**src/rtl/reg_dump_tx_pkg.sv**
```systemverilog
// Purpose : shared types and constants for the register dump serializer.
// Latency : n/a (declarations only).
// Backpressure: n/a.
//
// Contents: FSM state encoding (3-bit), BYTE_WIDTH, BYTES_PER_WORD derivation.
package reg_dump_tx_pkg;

    localparam int BYTE_WIDTH = 8;

    typedef enum logic [2:0] {
        ST_IDLE    = 3'd0,
        ST_CAPTURE = 3'd1,
        ST_SEND    = 3'd2,
        ST_ADVANCE = 3'd3,
        ST_DONE    = 3'd4
    } state_e;

    // Number of bytes a register word splits into; DATA_WIDTH is a multiple of 8.
    function automatic int bytes_per_word(input int data_width);
        return data_width / BYTE_WIDTH;
    endfunction

endpackage

```
**src/rtl/reg_dump_tx_if.sv**
```systemverilog
// Purpose : groups the bank debug port, the UART TX byte stream and status.
// Latency : n/a (wires only).
// Backpressure: i_tx_ready stalls the byte stream; no other flow control.
//
// slave  : the dump engine (consumes start/debug word/ready, drives the rest).
// master : the environment (bank + UART TX + requester).
interface reg_dump_tx_if #(
    parameter int DATA_WIDTH = 32
);
    logic                  i_start;
    logic [DATA_WIDTH-1:0] i_reg_debug;
    logic                  i_tx_ready;
    logic                  o_debug;
    logic [7:0]            o_tx_data;
    logic                  o_tx_valid;
    logic                  o_busy;
    logic                  o_done;

    modport slave (
        input  i_start, i_reg_debug, i_tx_ready,
        output o_debug, o_tx_data, o_tx_valid, o_busy, o_done
    );

    modport master (
        output i_start, i_reg_debug, i_tx_ready,
        input  o_debug, o_tx_data, o_tx_valid, o_busy, o_done
    );
endinterface

```
**src/rtl/reg_dump_tx_word_byte_mux.sv**
```systemverilog
// Purpose : selects byte byte_idx_i of a captured word (byte 0 = LSB).
// Latency : combinational.
// Backpressure: none.
//
// Ports: word_i (captured word), byte_idx_i (byte lane), byte_o (selected byte).
module reg_dump_tx_word_byte_mux
    import reg_dump_tx_pkg::*;
#(
    parameter int DATA_WIDTH = 32,
    parameter int IDX_W      = 2
) (
    input  logic [DATA_WIDTH-1:0] word_i,
    input  logic [IDX_W-1:0]      byte_idx_i,
    output logic [BYTE_WIDTH-1:0] byte_o
);

    assign byte_o = word_i[int'(byte_idx_i) * BYTE_WIDTH +: BYTE_WIDTH];

endmodule

```
**src/rtl/reg_dump_tx.sv**
```systemverilog
// Purpose : walks every register through the bank debug counter and streams each word LSB-first as bytes.
// Latency : first byte valid 2 cycles after start; one byte per cycle while ready is high.
// Backpressure: i_tx_ready low holds o_tx_valid/o_tx_data stable indefinitely; start ignored while busy.
//
// Ports: i_clock/i_reset (async active-low) plain; bus (slave modport) carries start, debug word,
// debug-advance pulse, byte stream and busy/done status.
module reg_dump_tx
    import reg_dump_tx_pkg::*;
#(
    parameter int DATA_WIDTH = 32,
    parameter int NUM_REGS   = 32
) (
    input  logic         i_clock,
    input  logic         i_reset,
    reg_dump_tx_if.slave bus
);

    localparam int BYTES_PER_WORD = bytes_per_word(DATA_WIDTH);
    localparam int BYTE_IDX_W     = (BYTES_PER_WORD > 1) ? $clog2(BYTES_PER_WORD) : 1;
    localparam int REG_IDX_W      = (NUM_REGS > 1) ? $clog2(NUM_REGS) : 1;

    localparam logic [BYTE_IDX_W-1:0] LAST_BYTE = BYTE_IDX_W'(BYTES_PER_WORD - 1);
    localparam logic [REG_IDX_W-1:0]  LAST_REG  = REG_IDX_W'(NUM_REGS - 1);

    state_e                  state_q;
    logic [REG_IDX_W-1:0]    reg_idx_q;
    logic [REG_IDX_W-1:0]    reg_idx_d;
    logic [BYTE_IDX_W-1:0]   byte_idx_q;
    logic [BYTE_IDX_W-1:0]   byte_idx_d;
    logic [DATA_WIDTH-1:0]   word_q;
    logic                    debug_q;
    logic                    tx_valid_q;
    logic                    busy_q;
    logic                    done_q;
    logic [BYTE_WIDTH-1:0]   sel_byte;

    assign reg_idx_d  = reg_idx_q + 1'b1;
    assign byte_idx_d = byte_idx_q + 1'b1;

    reg_dump_tx_word_byte_mux #(
        .DATA_WIDTH (DATA_WIDTH),
        .IDX_W      (BYTE_IDX_W)
    ) u_mux (
        .word_i     (word_q),
        .byte_idx_i (byte_idx_q),
        .byte_o     (sel_byte)
    );

    // Outputs are registered alongside the state: each flag is set on the
    // transition into the state that owns it and cleared on the way out.
    always_ff @(posedge i_clock or negedge i_reset) begin
        if (!i_reset) begin
            state_q    <= ST_IDLE;
            reg_idx_q  <= '0;
            byte_idx_q <= '0;
            word_q     <= '0;
            debug_q    <= 1'b0;
            tx_valid_q <= 1'b0;
            busy_q     <= 1'b0;
            done_q     <= 1'b0;
        end else begin
            unique case (state_q)
                ST_IDLE: begin
                    if (bus.i_start) begin
                        state_q   <= ST_CAPTURE;
                        reg_idx_q <= '0;
                        busy_q    <= 1'b1;
                    end
                end
                ST_CAPTURE: begin
                    // The bank counter already points at reg_idx_q here.
                    word_q     <= bus.i_reg_debug;
                    byte_idx_q <= '0;
                    tx_valid_q <= 1'b1;
                    state_q    <= ST_SEND;
                end
                ST_SEND: begin
                    if (bus.i_tx_ready) begin
                        if (byte_idx_q == LAST_BYTE) begin
                            tx_valid_q <= 1'b0;
                            debug_q    <= 1'b1;
                            state_q    <= ST_ADVANCE;
                        end else begin
                            byte_idx_q <= byte_idx_d;
                        end
                    end
                end
                ST_ADVANCE: begin
                    // The bank steps on the negedge of this cycle, so the next
                    // word is ready for CAPTURE without a settle cycle. On the
                    // last register the counter wraps back to 0.
                    debug_q <= 1'b0;
                    if (reg_idx_q == LAST_REG) begin
                        done_q  <= 1'b1;
                        state_q <= ST_DONE;
                    end else begin
                        reg_idx_q <= reg_idx_d;
                        state_q   <= ST_CAPTURE;
                    end
                end
                ST_DONE: begin
                    done_q  <= 1'b0;
                    busy_q  <= 1'b0;
                    state_q <= ST_IDLE;
                end
                default: begin
                    state_q    <= ST_IDLE;
                    debug_q    <= 1'b0;
                    tx_valid_q <= 1'b0;
                    busy_q     <= 1'b0;
                    done_q     <= 1'b0;
                end
            endcase
        end
    end

    assign bus.o_debug    = debug_q;
    assign bus.o_tx_valid = tx_valid_q;
    assign bus.o_tx_data  = tx_valid_q ? sel_byte : '0;
    assign bus.o_busy     = busy_q;
    assign bus.o_done     = done_q;

endmodule

```
**src/flat_wrapper.sv**
```systemverilog
// flat-port wrapper written by rule: the top's interface ports become plain ports
module reg_dump_tx_flat import reg_dump_tx_pkg::*;
#(
    parameter int DATA_WIDTH = 32,
    parameter int NUM_REGS   = 32
)
  (i_clock, i_reset, bus_i_start, bus_i_reg_debug, bus_i_tx_ready, bus_o_debug, bus_o_tx_data, bus_o_tx_valid, bus_o_busy, bus_o_done);
  reg_dump_tx_if #(.DATA_WIDTH(DATA_WIDTH)) bus_i ();
  input  logic i_clock;
  input  logic i_reset;
  input wire logic [$bits(bus_i.i_start)-1:0] bus_i_start;
  input wire logic [$bits(bus_i.i_reg_debug)-1:0] bus_i_reg_debug;
  input wire logic [$bits(bus_i.i_tx_ready)-1:0] bus_i_tx_ready;
  output wire logic [$bits(bus_i.o_debug)-1:0] bus_o_debug;
  output wire logic [$bits(bus_i.o_tx_data)-1:0] bus_o_tx_data;
  output wire logic [$bits(bus_i.o_tx_valid)-1:0] bus_o_tx_valid;
  output wire logic [$bits(bus_i.o_busy)-1:0] bus_o_busy;
  output wire logic [$bits(bus_i.o_done)-1:0] bus_o_done;
  assign bus_i.i_start = bus_i_start;
  assign bus_i.i_reg_debug = bus_i_reg_debug;
  assign bus_i.i_tx_ready = bus_i_tx_ready;
  assign bus_o_debug = bus_i.o_debug;
  assign bus_o_tx_data = bus_i.o_tx_data;
  assign bus_o_tx_valid = bus_i.o_tx_valid;
  assign bus_o_busy = bus_i.o_busy;
  assign bus_o_done = bus_i.o_done;
  reg_dump_tx #(.DATA_WIDTH(DATA_WIDTH), .NUM_REGS(NUM_REGS)) u_core (.i_clock(i_clock), .i_reset(i_reset), .bus(bus_i));
endmodule
```
**config.mk**
```make
export PLATFORM = sky130hd
export DESIGN_NAME = reg_dump_tx_flat
export DESIGN_NICKNAME = d
export VERILOG_FILES = /design/src/rtl/reg_dump_tx_pkg.sv /design/src/rtl/reg_dump_tx_if.sv /design/src/rtl/reg_dump_tx_word_byte_mux.sv /design/src/rtl/reg_dump_tx.sv /design/src/flat_wrapper.sv
export SDC_FILE = /design/constraint.sdc
export NUM_CORES = 1
export LEC_CHECK = 0
export CAP_MARGIN = 20
export CORE_MARGIN = 4
export CORE_UTILIZATION = 50
export DETAILED_ROUTE_END_ITERATION = 12
export PLACE_DENSITY = 0.79
export SLEW_MARGIN = 30
export SYNTH_ARGS = -nofsm -noshare
export SYNTH_HDL_FRONTEND = slang
export SYNTH_SLANG_ARGS = --single-unit
```
**constraint.sdc**
```tcl
create_clock -name i_clock -period 2.3 [get_ports i_clock]
set_input_delay 0.23 -clock i_clock [delete_from_list [all_inputs] [get_ports i_clock]]
set_output_delay 0.23 -clock i_clock [all_outputs]
set_load 0.01 [all_outputs]
```
Yosys cells after proc, flatten, opt, wreduce, memory -nomap -nowiden
Index checks and enable logic that the tools add are counted.
{ "totals": {"inputBits": 36, "ff_bits": 46, "out_inout_bits": 12, "elab_cells": 63} }
{ "op_classes": {"n_bitwise": 4, "eq_ne": 12, "addsub": 2, "shifts": 1, "reduce_logical": 14, "n_mux": 22} }
{ "op_table": {"columns": ["cell", "n"], "rows": [
  ["$shiftx A32 B6 Y8", 1],
  ["$reduce_and A3 Y1", 5],
  ["$mux W3", 4],
  ["$pmux W3 S4", 1],
  ["$reduce_or A3 Y1", 4],
  ["$mux W5", 2],
  ["$pmux W5 S2", 1],
  ["$mux W8", 1],
  ["$ne A2 B2 Y1 const B", 4],
  ["$eq A3 B2 Y1 const B", 2],
  ["$mux W1", 6],
  ["$pmux W1 S2", 3],
  ["$add A5 B1 Y5 const B", 1],
  ["$eq A5 B5 Y1 const B", 1],
  ["$mux W2", 2],
  ["$ne A2 B1 Y1 const B", 2],
  ["$not A1 Y1", 4],
  ["$pmux W2 S2", 1],
  ["$reduce_and A2 Y1", 2],
  ["$reduce_bool A2 Y1", 2],
  ["$eq A3 B1 Y1 const B", 1],
  ["$eq A3 B3 Y1 const B", 1],
  ["$logic_not A3 Y1", 1],
  ["$pmux W1 S3", 1],
  ["2 further kinds", 2]
]} }

Logic depth before layout (Yosys ltp)
{ "logic_depth": {"depth_word": 4, "mapped_depth": 6, "ltp_nobuf": 6} }

Hierarchy
A second synthesis with hierarchy kept.
{ "hier_totals": {"hier_cells": 157, "area_unflattened_um2": 2154.6} }
{ "modules_own_cells": {"columns": ["mod", "area_each_um2", "seq_area_each_um2", "cells_each", "n_inst"], "rows": [
  ["reg_dump_tx", 1958.1, 1151.1, 147, 1],
  ["reg_dump_tx_word_byte_mux", 196.4, 0.0, 10, 1]
]} }

Least setup slack after synthesis
No wires, ideal clock.
{ "synth_timing": {"path_kind": "reg-to-reg", "from": "register u_core.reg_idx_q[0]", "to": "register u_core.reg_idx_q[3]", "t_required_ns": 2.176, "setup_time_ns": 0.124, "setup_slack_ns": 0.492, "period_less_slack_ns": 1.808, "path_buffers": 0, "stages_incl_launch_ff": 7, "arrival_time_ns": 1.684, "cell_sequence": "dfrtp_1 > ha_1 > and3_1 > ha_1 > and4bb_1 > nor2_1 > a211o_1"} }
{ "synth_via": {"elab_chain_len": 3, "word_cells_on_any_way": 6, "classes_between": "add/sub (1); eq/ne (2); mux (2); reduce/logical (1)"} }
{ "synth_rtl": {"columns": ["element", "line", "text"], "rows": [
  ["start: declaration", "reg_dump_tx.sv:26", "logic [REG_IDX_W-1:0] reg_idx_q;"],
  ["start signal: assignment", "reg_dump_tx.sv:97", "reg_idx_q <= reg_idx_d;"],
  ["$add A5 B1 Y5 or $eq A5 B5 Y1 (tied branches)", "reg_dump_tx.sv:37, reg_dump_tx.sv:93", null],
  ["$mux W5 or $ne A2 B2 Y1 (tied branches)", null, null],
  ["$pmux W5 S2 or $reduce_and A3 Y1 (tied branches)", null, null]
]} }
Parallel ways exist; a longest one is shown, timed or not. The select of a mux whose other input is x is not followed.
A chain may end at the register's enable or synchronous reset.

Worst setup path after layout
{ "layout_timing": {"from": "register u_core.byte_idx_q[0]", "to": "output port bus_o_tx_data[5]"} }
{ "layout_via": {"elab_chain_len": 2} }
{ "layout_rtl": {"columns": ["element", "line", "text"], "rows": [
  ["start: declaration", "reg_dump_tx.sv:28", "logic [BYTE_IDX_W-1:0] byte_idx_q;"],
  ["start signal: assignment", "reg_dump_tx.sv:84", "byte_idx_q <= byte_idx_d;"],
  ["$shiftx A32 B6 Y8", "reg_dump_tx_word_byte_mux.sv:17", "assign byte_o = word_i[int'(byte_idx_i) * BYTE_WIDTH +: BYTE_WIDTH];"],
  ["$mux W8", "reg_dump_tx.sv:119", "assign bus.o_tx_data = tx_valid_q ? sel_byte : '0;"],
  ["end: declaration", "flat_wrapper.sv:15", "output wire logic [$bits(bus_i.o_tx_data)-1:0] bus_o_tx_data;"]
]} }
Every way passes these cells.

==> run summary <==
=====================================================================================
Worst EP arrival .......................................................      1980 ps
Total congestion overflow after global routing .........................            0
Count of vias placed by the detailed router ............................         1423
Synthesized area divided by synthesized cell count .....................   13.92 um^2
Fin nets ...............................................................          244
DP Area ................................................................ 0.002659 mm^2
Distinct cell type count of the synthesized netlist ....................           33
Clock root buffer master ............................................... sky130_fd_sc_hd__clkbuf_8
Summed area of non-filler cells in the final layout .................... 0.002830 mm^2
Number of levels in the clock H-tree ...................................            2
Floorplan row count ....................................................           23
First-pass GRT wire length .............................................     7.465 mm
Number of nets produced by synthesis ...................................          193
WP data required .......................................................      2070 ps
Core Footprint ......................................................... 0.004086 mm^2
Largest fanout on the critical path ....................................            3
Sequential-to-total area share from yosys stat .........................       0.5371
Synth area leaders ..................................................... sky130_fd_sc_hd__dfrtp_1, sky130_fd_sc_hd__mux2_2, sky130_fd_sc_hd__mux4_2, sky130_fd_sc_hd__and2_1, sky130_fd_sc_hd__ha_1
Maximum root-to-sink buffer count ......................................            2
Effective utilization at floorplan .....................................       0.5245
Overall die width ......................................................     73.47 um
Post-route setup TNS ...................................................         0 ps
Count of mapped cells out of synthesis .................................          154
Slew at the pin closest to its max-slew limit ..........................     568.6 ps
Endpoint type of the worst setup path .................................. primary output
Most frequent standard cell in the layout excluding fill and tap cells . sky130_fd_sc_hd__dfrtp_1
Detailed Route Iter0 Violations ........................................           99
Slew Limit Fails .......................................................            0
CTS sink cnt ...........................................................           46
Post-Route Skew ........................................................     9.407 ps
Height of the die ......................................................     73.47 um
Die ar. ................................................................ 0.005398 mm^2
Area of the mapped netlist ............................................. 0.002143 mm^2
Leading cell types in the layout, fill and taps excluded ............... sky130_fd_sc_hd__dfrtp_1, sky130_fd_sc_hd__clkdlybuf4s50_1, sky130_fd_sc_hd__mux2_2, sky130_fd_sc_hd__mux4_2, sky130_fd_sc_hd__and2_1
Final count of negative-setup-slack endpoints ..........................            0
Setup Buffers After CTS ................................................            0
Seq cells post-synth ...................................................           46
Max-capacitance violation count ........................................            0
Crit path launch type ..................................................    flip-flop
Worst path max stage delay .............................................       490 ps
Cell type contributing the most total cell area after synthesis ........ sky130_fd_sc_hd__dfrtp_1
DP Worst Slack .........................................................     309.4 ps
HPWL after detailed placement ..........................................     3.053 mm
Top-area cell type share of the netlist area ...........................       0.5371
Setup slack after layout ...............................................     86.05 ps
ANT nets after route ...................................................            0
Antenna violations before repair .......................................            0
Final routed DRC violation total .......................................            0
Share of the cycle needed by the critical path after routing ...........       0.9626
Number of hold violations in the final report ..........................            0
Max VDD drop ...........................................................    0.6660 mV
Worst relative slew slack ..............................................       0.6210
Proportion of layout cells with a drive suffix above 1 .................       0.2767
Highest Clock Rate .....................................................    451.7 MHz
Router iterations before antenna repair ................................            4
Tmin final .............................................................      2214 ps
Detailed-route vias per instance .......................................        5.559
Worst min-delay path category .......................................... input pin to async pin
Top-level port count ...................................................           48
Crit-path cells ........................................................ buf_4 > mux4_2 > and2_1 > clkdlybuf4s50_1
Worst path slowest cell ................................................ sky130_fd_sc_hd__mux4_2
GRT Overall Usage ......................................................       0.1864
Clock tree from TritonCTS ..............................................          yes
Vias in the first global route .........................................         1591
Total CTS buffers ......................................................            5
Setup repair after global routing missed its margin ....................           no
Area added between synthesis and finish ................................       32.05%
Ant. Diodes ............................................................            0
Post-detailed-routing wire length ......................................     4.446 mm
Largest net degree at the start of global routing ......................           47
Power per unit of standard cell area ................................... 1343 mW/mm^2
Number of flops mapped to enable cells by yosys ........................            0
Count of warnings emitted by yosys .....................................            0
I/O Buffers ............................................................           47
Clk pin slew, worst setup/hold paths ...................................        90 ps
Routed wire length per instance ........................................     17.37 um
Worst Setup Path Type .................................................. flip-flop to primary output
Most used flip-flop cell after synthesis ............................... sky130_fd_sc_hd__dfrtp_1
Leakage power of the design ............................................  0.001206 uW
Clk_lat worst skew .....................................................       300 ps
Result of the run ...................................................... finished, final reports clean
Async SR Flop Fraction .................................................        1.000
RePlAce Congestion .....................................................       0.7479
=====================================================================================
## cells by family (layout without fill, tap and decap cells)
family          after synthesis  count (layout)  share of synthesized area
compound gates               19              19                    0.06130
flops                        46              46                     0.5371
buf+inv                      11              63                    0.02627
xor+xnor                      1               1                   0.004087
simple gates                 33              33                    0.09632
mux                          41              41                     0.2574
fa+ha+maj                     3               3                    0.01752
## path summary, 6_finish.rpt
kind / slack, ps / cells after the start / from / to
max in group asynchronous: 1450 / 2 / i_reset / u_core.reg_idx_q[1]
min in group i_clock: 510 / 2 / u_core.bus.o_busy / u_core.bus.o_busy
min: 460 / 2 / i_reset / u_core.state_q[2]
min reg2reg: 510 / 2 / u_core.bus.o_busy / u_core.bus.o_busy
max reg2reg: 250 / 6 / u_core.reg_idx_q[0] / u_core.reg_idx_q[3]
max: 90 / 4 / u_core.byte_idx_q[0] / bus_o_tx_data[5]
## synth_stat cells, drive strengths merged, types with 2 or more instances
cell type   n
mux4        8
nand2       5
nor2        6
a22o        4
o21ai       4
and3        2
ha          3
and2        8
nand2b      2
buf         6
inv         2
mux2       33
nor3b       2
a21oi       4
dfrtp      46
nand3       3
clkbuf      3
## state kept, by name, indices dropped and copies added, names as in the netlist
register / count
u_core.bus.o_busy: 1
u_core.bus.o_done: 1
u_core.bus.o_debug: 1
u_core.reg_idx_q: 5
u_core.bus.o_tx_valid: 1
u_core.word_q: 32
u_core.state_q: 3
u_core.byte_idx_q: 2
## cell type report
type / instances / area, um^2
Multi-Input combinational cell: 97 / 942.2
Timing Repair Buffer: 53 / 524.3
Tap cell: 50 / 62.56
Fill cell: 285 / 1256
Inverter: 2 / 7.507
Clock buffer: 6 / 82.58
Clock inverter: 2 / 60.06
Sequential cell: 46 / 1151
## timing repair
action                                  CTS  global route
endpoints found under the hold margin     0            46
hold buffers                              0             1
endpoints found under the setup margin    0             5
gates resized for setup                   0             4
## report_power, final
group | internal (uW) | switching (uW)
registers | 1170 | 273
logic | 1040 | 585
clock network | 463 | 271
total | 2670 | 1130
## critical path, delay by kind of cell (launching register included)
kind	cells	cell delay (ps)
and+or+nand+nor	1	170
DFF	1	390
buffers and inverters	2	630
muxes	1	490
## layer usage
metal | up-vias | routed length, um | track usage
li1 | 666 | - | -
met5 | - | 0 | 0
met4 | 0 | 91 | 0.07243
met3 | 10 | 215 | 0.04788
met2 | 40 | 2342 | 0.3228
met1 | 707 | 1798 | 0.2200
## metrics by stage
step	instances	power, uW	hold slack (ps)	util
floorplan	154	2468	-65.59	-
finish	256	3802	463.6	0.6926
global placement	246	2992	432.0	0.6506
detailed placement	246	3079	448.7	0.6506
global route	256	4057	523.7	0.6926
CTS	254	3846	127.5	0.6855
Power figures use the tool's default switching activity.
